**config.mk**
```make
export PLATFORM = sky130hd
export DESIGN_NAME = dff_shift_ctrl
export DESIGN_NICKNAME = d
export VERILOG_FILES = /design/src/rtl/dff_shift_ctrl.sv
export SDC_FILE = /design/constraint.sdc
export NUM_CORES = 1
export LEC_CHECK = 0
export CAP_MARGIN = 10
export CORE_MARGIN = 4
export CORE_UTILIZATION = 44
export DETAILED_ROUTE_END_ITERATION = 16
export GPL_TIMING_DRIVEN = 0
export PLACE_DENSITY_LB_ADDON = 0.12
export SYNTH_ARGS = -nofsm -noshare
export SYNTH_HDL_FRONTEND = slang
export SYNTH_SLANG_ARGS = --single-unit
```
**constraint.sdc**
```tcl
create_clock -name CLK -period 1.57 [get_ports CLK]
set_input_delay 0.314 -clock CLK [delete_from_list [all_inputs] [get_ports CLK]]
set_output_delay 0.314 -clock CLK [all_outputs]
set_load 0.01 [all_outputs]
```
**src/rtl/dff_shift_ctrl.sv**
```systemverilog
// dff_shift_ctrl: parallel-load, serial-shift-out controller for a WIDTH-bit
// DFF chain. A word is accepted in IDLE and shifted out MSB first, each bit
// held for CLK_DIV clocks. A one-cycle done pulse follows, then the block
// returns to IDLE. All outputs are registered except start_ready, which is
// decoded from the state register alone.
//
// Handshake: a word transfers on any rising edge where start_valid and
// start_ready are both high. start_ready is high only in IDLE. The producer
// holds start_valid and data_in stable until that edge, and the word is
// sampled only on that edge. abort wins over start_valid in the same cycle.

module dff_shift_ctrl #(
   parameter int WIDTH   = 8,
   parameter int CLK_DIV = 1,
   parameter int CNT_W   = $clog2(WIDTH + 1)
) (
   input  logic             CLK,
   input  logic             RST_N,
   input  logic             start_valid,
   output logic             start_ready,
   input  logic [WIDTH-1:0] data_in,
   input  logic             abort,
   output logic             sdo,
   output logic             sdo_valid,
   output logic             busy,
   output logic             done,
   output logic [CNT_W-1:0] bit_cnt,
   output logic [1:0]       dbg_state_o
);

   // With CLK_DIV == 1 the divider never counts, but it keeps one bit so
   // that its declaration stays legal.
   localparam int DIV_W = (CLK_DIV > 1) ? $clog2(CLK_DIV) : 1;

   typedef enum logic [1:0] {
      S_IDLE  = 2'd0,
      S_SHIFT = 2'd1,
      S_DONE  = 2'd2
   } state_t;

   state_t           state_q, state_d;
   logic [WIDTH-1:0] sr_q, sr_d;
   logic [DIV_W-1:0] div_q, div_d;
   logic [CNT_W-1:0] cnt_q, cnt_d;
   logic             sdo_q, sdo_d;
   logic             sdo_valid_q, sdo_valid_d;
   logic             busy_q, busy_d;
   logic             done_q, done_d;

   logic div_last;
   logic cnt_last;

   assign div_last = (div_q == DIV_W'(CLK_DIV - 1));
   assign cnt_last = (cnt_q == CNT_W'(WIDTH - 1));

   // State register and registered outputs. Reset overrides abort and start.
   always_ff @(posedge CLK) begin
      if (!RST_N) begin
         state_q     <= S_IDLE;
         sr_q        <= '0;
         div_q       <= '0;
         cnt_q       <= '0;
         sdo_q       <= 1'b0;
         sdo_valid_q <= 1'b0;
         busy_q      <= 1'b0;
         done_q      <= 1'b0;
      end else begin
         state_q     <= state_d;
         sr_q        <= sr_d;
         div_q       <= div_d;
         cnt_q       <= cnt_d;
         sdo_q       <= sdo_d;
         sdo_valid_q <= sdo_valid_d;
         busy_q      <= busy_d;
         done_q      <= done_d;
      end
   end

   // Next-state logic. The registered outputs are computed one cycle ahead,
   // so sdo for the next bit comes from sr_q[WIDTH-2] on the shift edge.
   always_comb begin
      state_d     = state_q;
      sr_d        = sr_q;
      div_d       = div_q;
      cnt_d       = cnt_q;
      sdo_d       = sdo_q;
      sdo_valid_d = sdo_valid_q;
      busy_d      = busy_q;
      done_d      = 1'b0;

      case (state_q)
         S_IDLE: begin
            sdo_d       = 1'b0;
            sdo_valid_d = 1'b0;
            busy_d      = 1'b0;
            if (start_valid && !abort) begin
               state_d     = S_SHIFT;
               sr_d        = data_in;
               div_d       = '0;
               cnt_d       = '0;
               sdo_d       = data_in[WIDTH-1];
               sdo_valid_d = 1'b1;
               busy_d      = 1'b1;
            end
         end

         S_SHIFT: begin
            if (abort) begin
               state_d     = S_IDLE;
               div_d       = '0;
               sdo_d       = 1'b0;
               sdo_valid_d = 1'b0;
               busy_d      = 1'b0;
            end else if (div_last) begin
               div_d = '0;
               sr_d  = {sr_q[WIDTH-2:0], 1'b0};
               cnt_d = cnt_q + CNT_W'(1);
               if (cnt_last) begin
                  state_d     = S_DONE;
                  sdo_d       = 1'b0;
                  sdo_valid_d = 1'b0;
                  done_d      = 1'b1;
               end else begin
                  sdo_d = sr_q[WIDTH-2];
               end
            end else begin
               div_d = div_q + DIV_W'(1);
            end
         end

         S_DONE: begin
            // Leaves DONE unconditionally; abort here has the same effect.
            state_d     = S_IDLE;
            div_d       = '0;
            sdo_d       = 1'b0;
            sdo_valid_d = 1'b0;
            busy_d      = 1'b0;
         end

         default: begin
            state_d     = S_IDLE;
            sdo_d       = 1'b0;
            sdo_valid_d = 1'b0;
            busy_d      = 1'b0;
         end
      endcase
   end

   assign start_ready = (state_q == S_IDLE);
   assign sdo         = sdo_q;
   assign sdo_valid   = sdo_valid_q;
   assign busy        = busy_q;
   assign done        = done_q;
   assign bit_cnt     = cnt_q;
   assign dbg_state_o = state_q;

endmodule

```
==> flow_summary.toml <==
[clocking]
post_cts.repair.setup_buffers = 0
cts_tree = "built"
ctsHoldBuffers = 0
clock_tree.buffer_depth = 2
cts.clk_slew.worst_paths_ns = 0.09
clock-root-buffer = "clkbuf_4"
cts.sinks = 17
insertion_delay_ns = 0.28
htreeDepth = 1
numCtsBuffers = 3

[route]
viasPerCell = 5.50
num_vias = 654
drtPass1Iterations = 4
drt.antenna.violating_nets = 0
drt_wl_total_um = 1670
drc = 0
post_drt_wl_per_cell_um = 14.0
drt_first_iter_violations = 20

[synthesis]
ys_types = 27
synth_top_family_by_area = "simple AND/OR/NAND/NOR gates"
synth_compound_area_share_pct = 20.2
syn_inst = 77
async_flop_share_pct = 0
yosys-top-cells-count = "dfxtp_1 (17), nand3_1 (7), o211a_1 (7)"
synth_fa_ha_area_share_pct = 1.66
syn-mean-instance-area_um2 = 9.81
synth_ff_type = "dfxtp_1"
syn_area_um2 = 756
synth_fp_nets = 90
synth_area_leaders = "dfxtp_1 (45%), o211a_1 (9.3%), mux2i_1 (7.9%)"
synth_seq_area_share_pct = 45.0
synthXorXnorAreaFrac_pct = 0
yosysTopAreaCellShare_pct = 45.0
synth-simple-area-share_pct = 21.9
synth_top_cell_by_area = "dfxtp_1"
ys_ff_latch = 17
yosys_warnings = 0
synth_edf_count = 0
synth.area.mux_share_pct = 7.95
yosysMostFrequentCell = "dfxtp_1"

[sta]
maxSlewHeadroom_pct = 58.7
finalCritPeriodShare_pct = 96.0
worstMarginPinSlew_ns = 0.618
hold_slack_ns = 0.493
final.min_clock_period_ns = 1.51
fmax_mhz = 664
hold_viol = 0
finalClockSkew_ns = 0.00227
setup-tns-final_ns = 0
setup_viol_count_final = 0
slew_viol_final = 0

[setup_path]
critPathTopFamily = "buffers and inverters"
cp.buffers_inverters = 1
cp_max_fo = 4
max_stage_delay_ns = 0.54
crit_chain = "clkdlybuf4s50_1"
end_kind = "output port"
cp.arrival_ns = 1.19
cp_data_required_time_ns = 1.26
cp-start-kind = "register"
crit_slowest_cell = "clkdlybuf4s50_1"
path_class = "reg2out"

[global_route]
grt_max_degree = 11
grt_usage_pct = 15.2
grt-ovfl-total = 0
antenna_found_initial = 0
grt_pass1_wl_um = 2840
grt_pass1_vias = 622

[cells_and_area]
fin_cells = 119
final_core_util_pct = 66.9
layout-drive-gt1-share_pct = 11.7
num_antenna_cells = 0
areaGrowthSynthToFinish_pct = 37.9
fillers = 135
fin_nets = 117

[die]
io_pins = 23
die_y_um = 49.4
core-area_um2 = 1560
dieWidth_um = 49.4
rows = 14
die_area_um2 = 2440
initial_core_util_pct = 48.5

[power]
p_per_area_nw_per_um2 = 776
p_sw_w = 0.000194
pwr-share-seq_pct = 56.6
combPwrFrac_pct = 15.3
p_total_w = 0.000809
p_clk_share_pct = 28.1
sw_frac_of_total_pct = 24.0
vdd_drop_max_uv = 664
intPower_w = 0.000615
leakage_nw = 0.453

[placement]
place_inst = 115
portBuffers = 22
dp_hpwl_um = 1230
place_congestion = 0.790

[status]
status = "completed"

[job]
maxCapViolations = 0

[worst_hold_path]
hold_path_class = "reg2reg"
==> final timing paths <==
kind             startpoint              to  slack, ns  cells after the start
max          dbg_state_o[0]  dbg_state_o[0]       0.06                      1
min                 sr_q[0]         sr_q[0]       0.49                      2
max reg2reg  dbg_state_o[1]      bit_cnt[3]       0.10                      4
min reg2reg         sr_q[0]         sr_q[0]       0.49                      2
==> registers in the layout, indices dropped and copies added (netlist names) <==
name         flops
dbg_state_o      2
sr_q             7
done             1
sdo              1
sdo_valid        1
busy             1
bit_cnt          4
==> stage by stage <==
stage                     setup WS [ns]  area, um^2
after floorplan                   0.137         756
after global placement           -0.316         996
after detailed placement         -0.341         996
after CTS                       0.00897        1020
after global routing          -0.000208        1040
final                            0.0631        1040
==> cells in the final DEF, fill, tap and decap left out, drive strengths merged, types with 2 or more instances in the layout <==
cell type	count
mux2i	6
and3	2
dlygate4sd2	3
o31ai	2
a21oi	3
nor2b	2
o21ai	3
nor2	4
dfxtp	17
nor3b	2
or2	2
inv	2
or4	2
o211a	7
a21boi	3
nand2b	2
nand3	7
clkbuf	7
clkdlybuf4s50	19
==> what timing repair did <==
action	4_1_cts	5_1_grt
setup endpoints to repair	7	7
cloned	0	0
resized for setup	7	5
==> power groups by stage <==
| stage | sequential [W] | combinational [W] | clock [W] |
|---|---|---|---|
| CTS | 0.000459 | 0.000122 | 0.000238 |
| global route | 0.000460 | 0.000137 | 0.000260 |
| detailed placement | 0.000469 | 0.000122 | 0 |
| floorplan | 0.000469 | 0.0000633 | 0 |
| finish | 0.000458 | 0.000124 | 0.000227 |
| global placement | 0.000468 | 0.000121 | 0 |
==> logic make-up after synthesis <==
group,after synthesis
compound gates,20
fa+ha+maj,1
buf+inv,6
flops,17
mux,6
simple gates,27
==> layer usage <==
layer / wire, um / GRT usage (%)
met1: 781 / 20.1
met2: 783 / 23.4
met3: 85 / 3.36
met4: 17 / 6.91
met5: 0 / 0
==> cell type report <==
cell class	count	area, um^2	share of cell area [%]
inverters	2	7.51	0.720
well taps	16	20.0	1.92
multi-input cells	54	399	38.3
clock buffers	4	26.3	2.52
flip-flops and latches	17	349	33.5
repair buffers	22	216	20.8
plain buffers	4	23.8	2.28
Power figures use the tool's default switching activity.
